<file path="src/rtl/pipeline_sequencer_if.sv">
// Front-end bundle between the fetch side, the sequencer and its observers.
// The master drives fetch/branch inputs; the slave (sequencer) drives the
// decode history, PC enable, status and event counters.
interface pipeline_sequencer_if #(
  parameter int CNT_W = 16
);
  logic             start;
  logic [15:0]      instr_in;
  logic             branch_taken;
  logic             pc_en;
  logic [15:0]      COMMAND;
  logic [15:0]      BeforeCOMMAND;
  logic [15:0]      TwoBeforeCOMMAND;
  logic             busy;
  logic             halted;
  logic [CNT_W-1:0] stall_cnt;
  logic [CNT_W-1:0] flush_cnt;

  modport master (
    output start, instr_in, branch_taken,
    input  pc_en, COMMAND, BeforeCOMMAND, TwoBeforeCOMMAND,
    input  busy, halted, stall_cnt, flush_cnt
  );

  modport slave (
    input  start, instr_in, branch_taken,
    output pc_en, COMMAND, BeforeCOMMAND, TwoBeforeCOMMAND,
    output busy, halted, stall_cnt, flush_cnt
  );
endinterface

</file>
<file path="src/rtl/pipeline_sequencer.sv">
// Front-end pipeline sequencer for the 16-bit core: owns the three-deep
// instruction history feeding decode, drives the PC enable and injects
// bubbles for load-use stalls, taken-branch flushes and HLT drain.
//
//   state   | meaning
//   --------+-----------------------------------------------------------
//   IDLE    | waiting for start; history frozen, PC held
//   RUN     | normal fetch; one shift per cycle, load-use stall possible
//   FLUSH   | post-branch bubbles; PC advances, down-counter runs
//   DRAIN   | HLT in flight; bubbles shift in, PC held
//   HALTED  | HLT reached TwoBeforeCOMMAND; frozen until reset
module pipeline_sequencer #(
  parameter int          FLUSH_DEPTH = 2,
  parameter int          CNT_W       = 16,
  parameter logic [15:0] BUBBLE      = 16'hC0E0
) (
  input logic                clk,
  input logic                rst,
  pipeline_sequencer_if.slave bus
);

  typedef enum logic [2:0] {
    S_IDLE   = 3'd0,
    S_RUN    = 3'd1,
    S_FLUSH  = 3'd2,
    S_DRAIN  = 3'd3,
    S_HALTED = 3'd4
  } state_t;

  localparam logic [1:0] FLUSH_RELOAD = 2'(FLUSH_DEPTH - 1);

  state_t           state_q, state_d;
  logic [15:0]      cmd_q, cmd_d;
  logic [15:0]      bef_q, bef_d;
  logic [15:0]      two_q, two_d;
  logic [1:0]       dcnt_q, dcnt_d;
  logic [CNT_W-1:0] stall_q, stall_d;
  logic [CNT_W-1:0] flush_q, flush_d;

  logic             pc_en_c;
  logic             shift_c;
  logic [15:0]      next_word_c;
  logic             active_c;
  logic             is_hlt_c;
  logic             hazard_c;

  // Decode of the fetched word against the instruction currently in decode.
  always_comb begin
    is_hlt_c = (bus.instr_in[15:14] == 2'b11) && (bus.instr_in[7:4] == 4'b1111);
    hazard_c = (cmd_q[15:14] == 2'b00)
            && ((bus.instr_in[15:14] == 2'b11) || (bus.instr_in[15:14] == 2'b01))
            && ((bus.instr_in[10:8] == cmd_q[13:11]) || (bus.instr_in[13:11] == cmd_q[13:11]));
    active_c = (state_q == S_RUN) || (state_q == S_FLUSH) || (state_q == S_DRAIN);
  end

  // Next-state, history shift, counters and PC enable.
  always_comb begin
    state_d     = state_q;
    cmd_d       = cmd_q;
    bef_d       = bef_q;
    two_d       = two_q;
    dcnt_d      = dcnt_q;
    stall_d     = stall_q;
    flush_d     = flush_q;
    pc_en_c     = 1'b0;
    shift_c     = 1'b0;
    next_word_c = BUBBLE;

    unique case (state_q)
      S_IDLE: begin
        if (bus.start) state_d = S_RUN;
      end
      S_RUN: begin
        shift_c     = 1'b1;
        pc_en_c     = 1'b1;
        next_word_c = bus.instr_in;
        if (is_hlt_c) begin
          // HLT itself enters decode; the PC is frozen from this cycle on.
          state_d = S_DRAIN;
          pc_en_c = 1'b0;
          dcnt_d  = 2'd1;
        end else if (hazard_c) begin
          // Hold the PC one cycle; the same word re-presents and then
          // compares against the bubble, so the stall never repeats.
          next_word_c = BUBBLE;
          pc_en_c     = 1'b0;
          stall_d     = (&stall_q) ? stall_q : stall_q + CNT_W'(1);
        end
      end
      S_FLUSH: begin
        shift_c = 1'b1;
        pc_en_c = 1'b1;
        if (dcnt_q <= 2'd1) begin
          dcnt_d  = 2'd0;
          state_d = S_RUN;
        end else begin
          dcnt_d = dcnt_q - 2'd1;
        end
      end
      S_DRAIN: begin
        shift_c = 1'b1;
        if (dcnt_q == 2'd0) begin
          state_d = S_HALTED;
        end else begin
          dcnt_d = dcnt_q - 2'd1;
        end
      end
      S_HALTED: begin
      end
      default: begin
        state_d = S_IDLE;
      end
    endcase

    // A taken branch outranks HLT and stall handling in every live state;
    // it also squashes an HLT still draining.
    if (active_c && bus.branch_taken) begin
      shift_c     = 1'b1;
      next_word_c = BUBBLE;
      pc_en_c     = 1'b1;
      stall_d     = stall_q;
      flush_d     = (&flush_q) ? flush_q : flush_q + CNT_W'(1);
      dcnt_d      = FLUSH_RELOAD;
      state_d     = (FLUSH_DEPTH == 1) ? S_RUN : S_FLUSH;
    end

    if (shift_c) begin
      two_d = bef_q;
      bef_d = cmd_q;
      cmd_d = next_word_c;
    end
  end

  // State, history and counter registers with synchronous reset.
  always_ff @(posedge clk) begin
    if (rst) begin
      state_q <= S_IDLE;
      cmd_q   <= BUBBLE;
      bef_q   <= BUBBLE;
      two_q   <= BUBBLE;
      dcnt_q  <= 2'd0;
      stall_q <= '0;
      flush_q <= '0;
    end else begin
      state_q <= state_d;
      cmd_q   <= cmd_d;
      bef_q   <= bef_d;
      two_q   <= two_d;
      dcnt_q  <= dcnt_d;
      stall_q <= stall_d;
      flush_q <= flush_d;
    end
  end

  assign bus.pc_en            = pc_en_c;
  assign bus.COMMAND          = cmd_q;
  assign bus.BeforeCOMMAND    = bef_q;
  assign bus.TwoBeforeCOMMAND = two_q;
  assign bus.busy             = (state_q != S_IDLE) && (state_q != S_HALTED);
  assign bus.halted           = (state_q == S_HALTED);
  assign bus.stall_cnt        = stall_q;
  assign bus.flush_cnt        = flush_q;

endmodule

</file>
<file path="src/flat_wrapper.sv">
// flat-port wrapper written by rule: the top's interface ports become plain ports
module pipeline_sequencer_flat 
#(
  parameter int          FLUSH_DEPTH = 2,
  parameter int          CNT_W       = 16,
  parameter logic [15:0] BUBBLE      = 16'hC0E0
)
  (clk, rst, bus_start, bus_instr_in, bus_branch_taken, bus_pc_en, bus_COMMAND, bus_BeforeCOMMAND, bus_TwoBeforeCOMMAND, bus_busy, bus_halted, bus_stall_cnt, bus_flush_cnt);
  pipeline_sequencer_if #(.CNT_W(CNT_W)) bus_i ();
  input logic clk;
  input logic rst;
  input wire logic [$bits(bus_i.start)-1:0] bus_start;
  input wire logic [$bits(bus_i.instr_in)-1:0] bus_instr_in;
  input wire logic [$bits(bus_i.branch_taken)-1:0] bus_branch_taken;
  output wire logic [$bits(bus_i.pc_en)-1:0] bus_pc_en;
  output wire logic [$bits(bus_i.COMMAND)-1:0] bus_COMMAND;
  output wire logic [$bits(bus_i.BeforeCOMMAND)-1:0] bus_BeforeCOMMAND;
  output wire logic [$bits(bus_i.TwoBeforeCOMMAND)-1:0] bus_TwoBeforeCOMMAND;
  output wire logic [$bits(bus_i.busy)-1:0] bus_busy;
  output wire logic [$bits(bus_i.halted)-1:0] bus_halted;
  output wire logic [$bits(bus_i.stall_cnt)-1:0] bus_stall_cnt;
  output wire logic [$bits(bus_i.flush_cnt)-1:0] bus_flush_cnt;
  assign bus_i.start = bus_start;
  assign bus_i.instr_in = bus_instr_in;
  assign bus_i.branch_taken = bus_branch_taken;
  assign bus_pc_en = bus_i.pc_en;
  assign bus_COMMAND = bus_i.COMMAND;
  assign bus_BeforeCOMMAND = bus_i.BeforeCOMMAND;
  assign bus_TwoBeforeCOMMAND = bus_i.TwoBeforeCOMMAND;
  assign bus_busy = bus_i.busy;
  assign bus_halted = bus_i.halted;
  assign bus_stall_cnt = bus_i.stall_cnt;
  assign bus_flush_cnt = bus_i.flush_cnt;
  pipeline_sequencer #(.FLUSH_DEPTH(FLUSH_DEPTH), .CNT_W(CNT_W), .BUBBLE(BUBBLE)) u_core (.clk(clk), .rst(rst), .bus(bus_i));
endmodule
</file>
<file path="config.mk">
export PLATFORM = sky130hd
export DESIGN_NAME = pipeline_sequencer_flat
export DESIGN_NICKNAME = d
export VERILOG_FILES = /design/src/rtl/pipeline_sequencer_if.sv /design/src/rtl/pipeline_sequencer.sv /design/src/flat_wrapper.sv
export SDC_FILE = /design/constraint.sdc
export NUM_CORES = 1
export LEC_CHECK = 0
export ABC_CLOCK_PERIOD_IN_PS = 2200
export CORE_ASPECT_RATIO = 1.2
export CORE_UTILIZATION = 42
export DETAILED_ROUTE_END_ITERATION = 6
export PLACE_DENSITY = 0.76
export RECOVER_POWER = 25
export SETUP_SLACK_MARGIN = 0.4
export SLEW_MARGIN = 15
export SYNTH_ARGS = -nofsm -noshare
export SYNTH_HDL_FRONTEND = slang
export SYNTH_SLANG_ARGS = --single-unit
</file>
<file path="constraint.sdc">
create_clock -name clk -period 2.2 [get_ports clk]
set_input_delay 0.44 -clock clk [delete_from_list [all_inputs] [get_ports clk]]
set_output_delay 0.44 -clock clk [all_outputs]
set_load 0.1 [all_outputs]
</file>
* Word-level counts from Yosys, hierarchy flattened
Index checks and enable logic that the tools add are counted.
** Operators by class
- Mux-type cells :: 21
- Shift operators :: 0
- Order comparisons :: 1
- Bitwise gates (word level) :: 5
- Divide/modulo/power cells :: 0
- Reduce and logical (&&, ||, !) cells :: 25
- Add/subtract/negate cells :: 3
- Equal/unequal tests :: 21
- Multiply operators :: 0
** Operator list (count)
- $mux 16 :: 4
- $add 16x1->16 const B :: 2
- $reduce_and 16->1 :: 2
- $pmux 3 s5 :: 1
- $reduce_and 5->1 :: 3
- $mux 3 :: 4
- $ne 3x3->1 const B :: 4
- $mux 2 :: 4
- $ne 2x2->1 const B :: 4
- $eq 3x2->1 const B :: 2
- $eq 3x3->1 :: 2
- $mux 1 :: 6
- $ne 3x2->1 const B :: 2
- $pmux 2 s3 :: 1
- $reduce_and 3->1 :: 2
- $reduce_bool 3->1 :: 2
- $logic_and 1x1->1 :: 5
- $not 1->1 :: 5
- $eq 4x4->1 const B :: 1
- $logic_not 2->1 :: 2
- $logic_or 1x1->1 :: 4
- $ne 2x1->1 const B :: 2
- $reduce_bool 4->1 :: 1
- $eq 3x1->1 const B :: 1
- other kinds (10) :: 10
** Storage, ports and cells
- Memory bits (writable) :: 0
- Input bits :: 20
- Output and inout port bits :: 83
- Logic and storage cells :: 85
- Memories kept :: 0
- Flip-flop bits (word level) :: 85
- Latch bits :: 0
- Memory bits (read-only) :: 0

* Logic depth before layout (Yosys ltp)
- Word-level depth :: 8
- Depth in mapped cells :: 8
- Depth with buffers taken out :: 7

* Worst setup path before layout
OpenSTA, ideal clock, no wires.
- Path kind :: reg-to-output
- Start :: register u_core.cmd_q[11], in the netlist u_core.bus.COMMAND[11]
- End :: output port bus_pc_en
- Data required time :: 1760 ps
- Arrival :: 2479 ps
- Path buffers :: 1
- Cell stages (with the launch flop) :: 7
- Slack :: -719 ps
- Cell sequence :: dfxtp_1 xnor2_1 nand4_1 nand2_1 clkbuf_1 nor3_1 o21a_1
** Between the ends
- Cells in the longest elaborated chain, start to end :: 7
- Elaborated cells on any way between the ends :: 8
- Classes of those cells :: 2 x eq/ne; 4 x mux; 2 x reduce/logical
** RTL lines
- start, declared :: line pipeline_sequencer.sv:33 : logic [15:0] cmd_q, cmd_d;
- start signal, assigned :: line pipeline_sequencer.sv:146 : cmd_q <= cmd_d;
- $eq 3x3->1 :: line pipeline_sequencer.sv:52 : && ((bus.instr_in[10:8] == cmd_q[13:11]) || (bus.instr_in[13:11] == cmd_q[13:11]));
- $logic_or 1x1->1 (*) :: line pipeline_sequencer.sv:52
- $logic_and 1x1->1 (*) :: line pipeline_sequencer.sv:52
- $mux 1 (*) :: line pipeline_sequencer.sv:82 : end else if (hazard_c) begin
- $mux 1 (*) :: line pipeline_sequencer.sv:77 : if (is_hlt_c) begin
- $pmux 1 s2 (*) :: line pipeline_sequencer.sv:69 : unique case (state_q)
- $mux 1 (*) :: line pipeline_sequencer.sv:117 : if (active_c && bus.branch_taken) begin
- end, declared :: line flat_wrapper.sv:15 : output wire logic [$bits(bus_i.pc_en)-1:0] bus_pc_en;
Mark *: on every way between the ends. The rest lies on a longest branch, timed or not.

* Final worst setup path
- Start :: register u_core.cmd_q[15], in the netlist u_core.bus.COMMAND[15]
- End :: output port bus_pc_en
** Between the ends
- Cells in the longest elaborated chain, start to end :: 7
** RTL lines
- $logic_not 2->1 :: line pipeline_sequencer.sv:50 : hazard_c = (cmd_q[15:14] == 2'b00)
- $logic_and 1x1->1 :: line pipeline_sequencer.sv:51 : && ((bus.instr_in[15:14] == 2'b11) || (bus.instr_in[15:14] == 2'b01))
- $logic_and 1x1->1 :: line pipeline_sequencer.sv:52
- $mux 1 :: line pipeline_sequencer.sv:82
- $mux 1 :: line pipeline_sequencer.sv:77
- $pmux 1 s2 :: line pipeline_sequencer.sv:69
- $mux 1 :: line pipeline_sequencer.sv:117
No other way between the ends.

==> impl_metrics.toml <==
[outcome]
status = "completed"

[final_layout]
multi_input_area_mm2 = 0.002162
final_layout_size_suffix_gt1_frac = 0.3870
antennaDiodeCount = 0
layout.area.seq_mm2 = 0.001815
fillCellCount = 701
synthToLayoutAreaGrowth_pct = 46.85
fin_nets = 592

[yosys]
synth_edf_count = 0
avgSynthCellArea_um2 = 8.533
yosysUniqueCellTypes = 54
ys_ff_latch = 85
async_flop_share = 0
synth_flop_cell = "dfxtp_1"
synth.cell_area_mm2 = 0.003797
synth_nets = 471
ys_warn_count = 0
ys_seq_area_frac = 0.4481
postSynthCellCount = 445

[power]
power_mw = 3.478
leakagePower_nw = 2.140
ir_drop_v = 0.0003296
power_density_mw_per_mm2 = 623.6

[cts]
cts_sinks = 85
clkTransAtPathRegs_ps = 90
numCtsBuffers = 9
cts_max_level = 3
cts_root_buf = "clkbuf_8"
cts_buffer_depth = 2
clock_latency_ps = 360
cts_tree = "yes"

[floorplan]
die_area_mm2 = 0.009427
rows = 37
ioPinCount = 103
start_util = 0.4386
fp.dieW_um = 88.80
coreArea_mm2 = 0.008657
die_h_um = 106.2

[setup_path]
crit_family = "simple AND/OR/NAND/NOR gates"
cp.arrival_ps = 1730
rr_endpoint = "u_core.bus.stall_cnt[8]"
required_ps = 1760
r2r_slack_ps = 160
r2r_cells = 7
r2r_start = "u_core.bus.COMMAND[15]"
path_cells = "nor3b_4 -> nand4_1 -> nand2_2 -> nor3_4 -> o21a_4 -> buf_12"
critPathSlowestCell = "dfxtp_4"
crit_path_start = "u_core.bus.COMMAND[15]"
critPathKind = "reg -> out"
critPathBufInv = 1
end_kind = "output port"
start_kind = "register"
path_max_fanout = 2
max_stage_delay_ps = 360

[route]
wl_per_cell_um = 15.52
routed_wl_um = 10680
detail_route.vias_per_cell = 5.438
drt-pass1-iter-count = 4
drtIter0Drc = 127
dr_total_vias = 3741
drc = 0
ant_nets = 0

[worst_hold_path]
hold_end = "u_core.bus.TwoBeforeCOMMAND[12]"
hold_start = "u_core.bus.TwoBeforeCOMMAND[12]"
hp-class = "reg -> reg"
whs_path_depth = 2

[global_route]
grt_max_degree = 38
antenna_found_initial = 0
globalRouteOverflowTotal = 0
grt_first_pass_wirelength_um = 15680
grt_pass1_vias = 3233
track_usage = 0.2129

[placed_design]
place.gp.congestion = 0.8219
pre_cts_slack_ps = -393.5
dp_hpwl_um = 6876
portBuffers = 102

[timing]
fmax_mhz = 461.7
fin_ws_ps = 33.90
fin_skew_ps = 7.281
tightest_slew_ps = 649.3
min_period_ps = 2166
setup_violations = 0
slew_headroom = 0.5638
drv_slew = 0
finalCritPeriodShare = 0.9846
rsz0062_at_grt = "true"
tns_ps = 0
finalHoldViolations = 0

[job]
maxCapViolations = 0
## synth_stat cells, types with 4 or more instances
master     n  area, um2
dfxtp_1   85       1702
nand2_1   81      304.0
a21oi_1   35      175.2
nor2_1    30      112.6
xnor2_1   19      166.4
clkbuf_1  18      67.56
nand3_1   15      75.07
a22o_1    11      96.34
nand4_1   11      68.82
nand3b_1  10      75.07
or4_1      9      67.56
inv_1      8      30.03
o31ai_1    8      60.06
a211oi_1   7      52.55
buf_2      7      35.03
nor2b_1    7      43.79
o21ai_0    7      35.03
and3_1     6      37.54
ha_1       6      75.07
mux2_2     6      67.56
nor3_1     6      30.03
nand2b_1   5      31.28
nor4_1     5      31.28
o32ai_1    4      35.03
## kinds of logic (layout without fill, tap and decap cells)
| kind of cell | count (synthesis) | count (layout) | share of synthesized area |
|---|---|---|---|
| AO/OA/AOI/OAI | 88 | 88 | 0.1526 |
| XOR/XNOR | 19 | 19 | 0.04382 |
| adder cells (fa/ha/maj) | 6 | 6 | 0.01977 |
| buffers and inverters | 36 | 162 | 0.03921 |
| flip-flops | 85 | 85 | 0.4481 |
| multiplexers | 7 | 7 | 0.02043 |
| AND/OR/NAND/NOR | 204 | 204 | 0.2761 |
## final cells by class
class                           count  share of cell area
Multi-Input combinational cell    324              0.3877
Tap cell                          117             0.02625
Clock buffer                       10             0.02670
Timing Repair Buffer              137              0.2188
Sequential cell                    85              0.3256
Inverter                            9            0.006058
Clock inverter                      6            0.008975
## where the power goes
part           internal [mW]  leakage, nW  switching [mW]
Clock                  0.493       0.0950           0.620
Combinational          0.226         1.33           0.545
Sequential              1.55        0.714          0.0393
## sequential cells by signal, summed over array words and instances (netlist names)
register and count:
u_core.bus.COMMAND 16, u_core.state_q 3, u_core.bus.TwoBeforeCOMMAND 16, u_core.bus.flush_cnt 16
u_core.bus.BeforeCOMMAND 16, u_core.bus.stall_cnt 16, u_core.dcnt_q 2
## tightest hold or removal path, delay by kind of cell, from the launching register on
kind | cells | cell delay (ps)
compound gates | 1 | 50
flops | 1 | 320
simple gates | 1 | 50
## worst max path at each step
stage                                    to  cells past startpoint  slack [ps]
finish                            bus_pc_en                      6          30
CTS                               bus_pc_en                      6       -0.05
detailed placement  u_core.bus.stall_cnt[3]                      7        -390
floorplan                         bus_pc_en                      6         270
global placement    u_core.bus.stall_cnt[4]                      7        -350
global route                      bus_pc_en                      6         -40
## per-stage QoR
stage | hold slack, ps | cell area (um2) | utilization | cells
2_1_floorplan | 479.1 | 3966 | - | 445
5_1_grt | 465.1 | 5577 | 0.6442 | 688
3_5_place_dp | 447.7 | 4962 | 0.5732 | 652
4_1_cts | 455.8 | 5300 | 0.6122 | 676
6_report | 457.0 | 5577 | 0.6442 | 688
3_3_place_gp | 442.2 | 4962 | 0.5732 | 652
## routing by layer
layer / wire length (um) / vias up / GRT usage
li1: - / 1824 / -
met2: 5391 / 127 / 0.3544
met1: 4489 / 1773 / 0.2680
met4: 130 / 0 / 0.05184
met3: 663 / 17 / 0.06056
met5: 0 / - / 0
## cell usage in the layout, fill, tap and decap left out, drive strengths merged, types with 8 or more instances in the layout
cell type | Yosys | routed
a21oi | 35 | 35
clkbuf | 19 | 12
buf | 8 | 117
o31ai | 8 | 8
inv | 9 | 12
nand3b | 10 | 10
a22o | 11 | 11
nor2 | 30 | 30
dlygate4sd2 | 0 | 12
dfxtp | 85 | 85
nand3 | 16 | 16
xnor2 | 19 | 19
or4 | 9 | 9
nand4 | 12 | 12
nand2 | 81 | 81
## repair_timing
item,in CTS,in global routing
cloned,1,3
hold buffers,0,0
pin swaps,19,19
setup buffers,7,9
setup endpoints to repair,36,36
gates resized for setup,31,31
(Power assumes the default switching activity.)
